==> config.mk <==
export PLATFORM = sky130hd
export DESIGN_NAME = t_line_tx
export DESIGN_NICKNAME = d
export VERILOG_FILES = /design/src/rtl/t_line_pkg.sv /design/src/rtl/t_line_tx_t_ff_model.sv /design/src/rtl/t_line_tx.sv
export SDC_FILE = /design/constraint.sdc
export NUM_CORES = 1
export LEC_CHECK = 0
export CAP_MARGIN = 25
export CORE_AREA = 4 4 48 50
export CTS_CLUSTER_SIZE = 14
export DETAILED_ROUTE_END_ITERATION = 8
export DIE_AREA = 0 0 52 54
export PLACE_DENSITY = 0.79
export SLEW_MARGIN = 20
export SYNTH_ARGS = -nofsm -noshare
export SYNTH_HDL_FRONTEND = slang
export SYNTH_SLANG_ARGS = --single-unit
==> constraint.sdc <==
create_clock -name clk -period 2.5 [get_ports clk]
set_input_delay 0.5 -clock clk [delete_from_list [all_inputs] [get_ports clk]]
set_output_delay 0.5 -clock clk [all_outputs]
set_load 0.01 [all_outputs]
==> src/rtl/t_line_pkg.sv <==
// Shared definitions for the toggle-coded serial line (tx today, rx later):
// FSM state encoding and the frame-length helper.
package t_line_pkg;

  localparam int STATE_W = 3;

  typedef enum logic [STATE_W-1:0] {
    S_IDLE   = 3'd0,
    S_START  = 3'd1,
    S_DATA   = 3'd2,
    S_PARITY = 3'd3,
    S_STOP   = 3'd4,
    S_GAP    = 3'd5
  } state_t;

  // Bit-cycles per frame: start + data + optional parity + stop.
  function automatic int frame_len(input int data_w, input bit parity_en);
    return data_w + 2 + (parity_en ? 1 : 0);
  endfunction

endpackage

==> src/rtl/t_line_tx_t_ff_model.sv <==
// T flip-flop model of the receiver: q flips on every clock where t=1.
module t_ff_model (
  input  logic clk,
  input  logic reset,
  input  logic t,
  output logic q
);

  always_ff @(posedge clk) begin
    if (!reset) q <= 1'b0;
    else        q <= q ^ t;
  end

endmodule

==> src/rtl/t_line_tx.sv <==
// Toggle-line transmitter: START(1), DATA LSB first, optional PARITY, STOP(0), GAP.
// Optional even-parity bit enabled by defining T_LINE_PARITY_EN.
module t_line_tx
  import t_line_pkg::*;
#(
  parameter int DATA_W  = 8,
  parameter int GAP_CYC = 1
) (
  input  logic              clk,
  input  logic              reset,
  input  logic [DATA_W-1:0] in_data,
  input  logic              in_valid,
  output logic              in_ready,
  output logic              t,
  output logic              q_line,
  output logic              busy,
  output logic              done,
  output state_t            dbg_state
);

  localparam int CNT_W = $clog2(DATA_W + 1);
  localparam int GAP_W = (GAP_CYC > 0) ? $clog2(GAP_CYC + 1) : 1;

  // Handshake: a word moves when in_valid && in_ready at a rising edge;
  // in_ready is high only in IDLE while reset is released, and in_data is
  // captured on that edge and ignored at every other time.
  state_t            state;
  logic [DATA_W-1:0] shreg;
  logic [CNT_W-1:0]  bit_cnt;
  logic [GAP_W-1:0]  gap_cnt;
`ifdef T_LINE_PARITY_EN
  logic              par;
`endif

  assign in_ready  = (state == S_IDLE) && reset;
  assign dbg_state = state;

  // Outputs are set for the state being entered, so they line up with it.
  always_ff @(posedge clk) begin
    if (!reset) begin
      state   <= S_IDLE;
      t       <= 1'b0;
      busy    <= 1'b0;
      done    <= 1'b0;
      shreg   <= '0;
      bit_cnt <= '0;
      gap_cnt <= '0;
`ifdef T_LINE_PARITY_EN
      par     <= 1'b0;
`endif
    end else begin
      case (state)
        S_IDLE: begin
          if (in_valid) begin
            shreg <= in_data;
`ifdef T_LINE_PARITY_EN
            par   <= ^in_data;
`endif
            state <= S_START;
            t     <= 1'b1;
            busy  <= 1'b1;
          end
        end
        S_START: begin
          state   <= S_DATA;
          t       <= shreg[0];
          shreg   <= shreg >> 1;
          bit_cnt <= '0;
        end
        S_DATA: begin
          if (bit_cnt == CNT_W'(DATA_W - 1)) begin
            bit_cnt <= '0;
`ifdef T_LINE_PARITY_EN
            state   <= S_PARITY;
            t       <= par;
`else
            state   <= S_STOP;
            t       <= 1'b0;
            done    <= 1'b1;
`endif
          end else begin
            bit_cnt <= bit_cnt + 1'b1;
            t       <= shreg[0];
            shreg   <= shreg >> 1;
          end
        end
`ifdef T_LINE_PARITY_EN
        S_PARITY: begin
          state <= S_STOP;
          t     <= 1'b0;
          done  <= 1'b1;
        end
`endif
        S_STOP: begin
          done <= 1'b0;
          t    <= 1'b0;
          if (GAP_CYC == 0) begin
            state <= S_IDLE;
            busy  <= 1'b0;
          end else begin
            state   <= S_GAP;
            gap_cnt <= '0;
          end
        end
        S_GAP: begin
          if (gap_cnt == GAP_W'(GAP_CYC - 1)) begin
            gap_cnt <= '0;
            state   <= S_IDLE;
            busy    <= 1'b0;
          end else begin
            gap_cnt <= gap_cnt + 1'b1;
          end
        end
        default: begin
          state <= S_IDLE;
          t     <= 1'b0;
          busy  <= 1'b0;
          done  <= 1'b0;
        end
      endcase
    end
  end

  t_ff_model u_rx_model (
    .clk   (clk),
    .reset (reset),
    .t     (t),
    .q     (q_line)
  );

endmodule

==> impl_metrics.toml <==
[detailed_routing]
drtPass1Iterations = 4
drt_iter0_markers = 18
wl_mm = 1.95
vias = 841
ant_nets = 0
wl_per_cell_microns = 12.6
drc = 0
via_per_inst = 5.46

[setup_path]
cp-end-kind = "output pin"
path_depth = 4
cp_max_fo = 3
startpoint = "reset"
critPathMaxStageDelay_ns = 0.56
crit_family = "buffers and inverters"
r2r_start = "dbg_state[0]"
reg2reg_depth = 5
path_class = "input port to output pin"
startpoint_type = "input port"
cp_cell_sequence = "clkdlybuf4s50_1 -> nand2b_1 -> nor3_1 -> clkdlybuf4s50_1"
worstPathRequired_ns = 2.00
cp.arrival_ns = 1.79
slowest_stage = "clkdlybuf4s50_1"
path_buf_inv = 2
cp_common_cell = "clkdlybuf4s50_1"

[pwr]
p_seq_frac = 0.531
p_leak_uw = 0.000458
power.switching_uw = 188
p_sw_frac = 0.286
pwr_density_cell_nw_per_um2 = 545
clkPwrFrac = 0.251
power_uw = 655
combPwrFrac = 0.218
peakVddDrop_mv = 0.360
intPower_uw = 468

[timing]
finalHoldViolCount = 0
fmax_mhz = 436
slew_violations = 0
finalSetupViolations = 0
tightest_slew_ns = 0.480
finalClockSkew_ns = 0.00569
fin_crit_ns = 2.29
rsz0062_at_grt = "false"
fin_ws_ns = 0.207
min_period_over_period = 0.917
setup_tns_ns = 0
maxSlewHeadroom = 0.680

[worst_hold_path]
min_path_type = "flip-flop to flip-flop"
hold_start = "shreg[7]"
min_path_cells = 2

[die]
start_util = 0.505
num_rows = 16
die_h_microns = 54
io_pins = 19
die_w_microns = 52
coreArea_sq_um = 1900
die-area_sq_um = 2810

[synth]
yosysUniqueCellTypes = 34
synth_top_cell_area_share = 0.396
avgSynthCellArea_sq_um = 8.97
synth_flop_cell = "dfxtp_1"
synthTopCellsByArea = "dfxtp_1, mux2i_1, a21oi_1"
synth_edf_count = 0
synth_top_area_cell = "dfxtp_1"
synth_seq_area_share = 0.396
ys_ff_latch = 19
yosysWarnings = 0
syn_area_sq_um = 960
synthArstFlopShare = 0
syn_inst = 107
synth_nets = 119

[clock_network]
post_cts.resized_instances = 0
numCtsBuffers = 3
clk_pin_slew_ns = 0.12
insertion_delay_ns = 0.31
cts_tree = "done"
cts_hold_buffers = 0
cts_sinks = 19
cts-htree-levels = 1
cts-root-buf = "clkbuf_4"
clock_path_buffers = 2
post-cts-setup-buffer-count = 0

[finish]
final_cells = 154
layout_commonest_cell = "dfxtp_1"
layout-drive-gt1-share = 0.0945
fill_cells = 174
multiInputGateArea_sq_um = 537
nNetsFinal = 140
synthToLayoutAreaGrowth_pct = 25.3
n_antenna_cell = 0
seq_area_sq_um = 380
layout_common_cells = "dfxtp_1, clkdlybuf4s50_1, a21oi_1"

[global_route]
grt_max_degree = 18
first_global_vias = 770
grt_pass1_wl_mm = 3.33
antenna_found_initial = 0
grt-ovfl-total = 0
grt_use_total = 0.160

[placed_design]
port_buffers = 18
dp.cells = 150
routabilityCongestion = 0.826
dp_hpwl_mm = 1.42
place_ws_ns = 0.195

[run_status]
status = "finished, final reports clean"

[run]
cap_violations = 0
[registers in the layout, summed over array words and instances (netlist names)]
name          count
done              1
busy              1
u_rx_model.q      1
shreg             8
t                 1
dbg_state         3
bit_cnt           4
[through the flow]
stage / hold slack (ns) / cell area [sq um] / utilization
final: 0.484 / 1200 / 0.632
after global routing: 0.533 / 1200 / 0.632
after CTS: 0.493 / 1200 / 0.632
after detailed placement: 0.474 / 1170 / 0.616
after global placement: 0.453 / 1170 / 0.616
after floorplan: 0.445 / 960 / -
[area by class of cell]
type / instances / area share
Multi-Input combinational cell: 80 / 0.446
Sequential cell: 19 / 0.316
Timing Repair Buffer: 23 / 0.181
Tap cell: 27 / 0.0281
Clock buffer: 3 / 0.0187
Clock inverter: 1 / 0.00624
Inverter: 1 / 0.00312
[worst paths after layout]
path	end	slack (ns)
worst max-delay path	in_ready	0.21
worst min-delay path	shreg[7]	0.48
worst max register to register	shreg[5]	0.72
worst min register to register	shreg[7]	0.48
[power by group through the flow]
stage	sequential, uW	combinational, uW	clock, uW
detailed placement	355	144	0
finish	348	143	164
CTS	348	145	167
global route	352	159	179
global placement	353	140	0
floorplan	354	90.8	0
[layer usage]
metal  wire [microns]  GRT usage  share of wire  up-vias
met5                0          0              0        -
met4               36     0.0786          0.018        0
met3               87     0.0332          0.045        5
met2              939      0.266           0.48       17
met1              883      0.196           0.45      393
li1                 -          -              -      426
[worst register-to-register path: cells and delay by family, from the launching register on]
kind | cells | cell delay [ns]
buffers and inverters | 1 | 0.23
AOI/OAI and AO/OA | 2 | 0.54
and+or+nand+nor | 1 | 0.22
DFF | 1 | 0.46
muxes | 1 | 0.25
[synthesized netlist by cell type (2+ instances only)]
library cell and number:
mux2i_1 9, o21ai_0 5, a21oi_1 10, nand3_1 3, nor2b_1 4, nand2b_1 4, nand3b_1 2, nand2_1 5
nor2_1 8, a21boi_1 3, dfxtp_1 19, clkbuf_1 4, a21o_1 2, nor3_1 4, o21ai_1 5, a31oi_1 2
[logic make-up after synthesis]
logic type / count (synthesis) / synth area share
fa+ha+maj: 1 / 0.0130
buf+inv: 8 / 0.0443
mux: 10 / 0.106
compound gates: 34 / 0.240
xor+xnor: 1 / 0.00913
simple gates: 34 / 0.192
flops: 19 / 0.396
(Power assumes the default switching activity.)
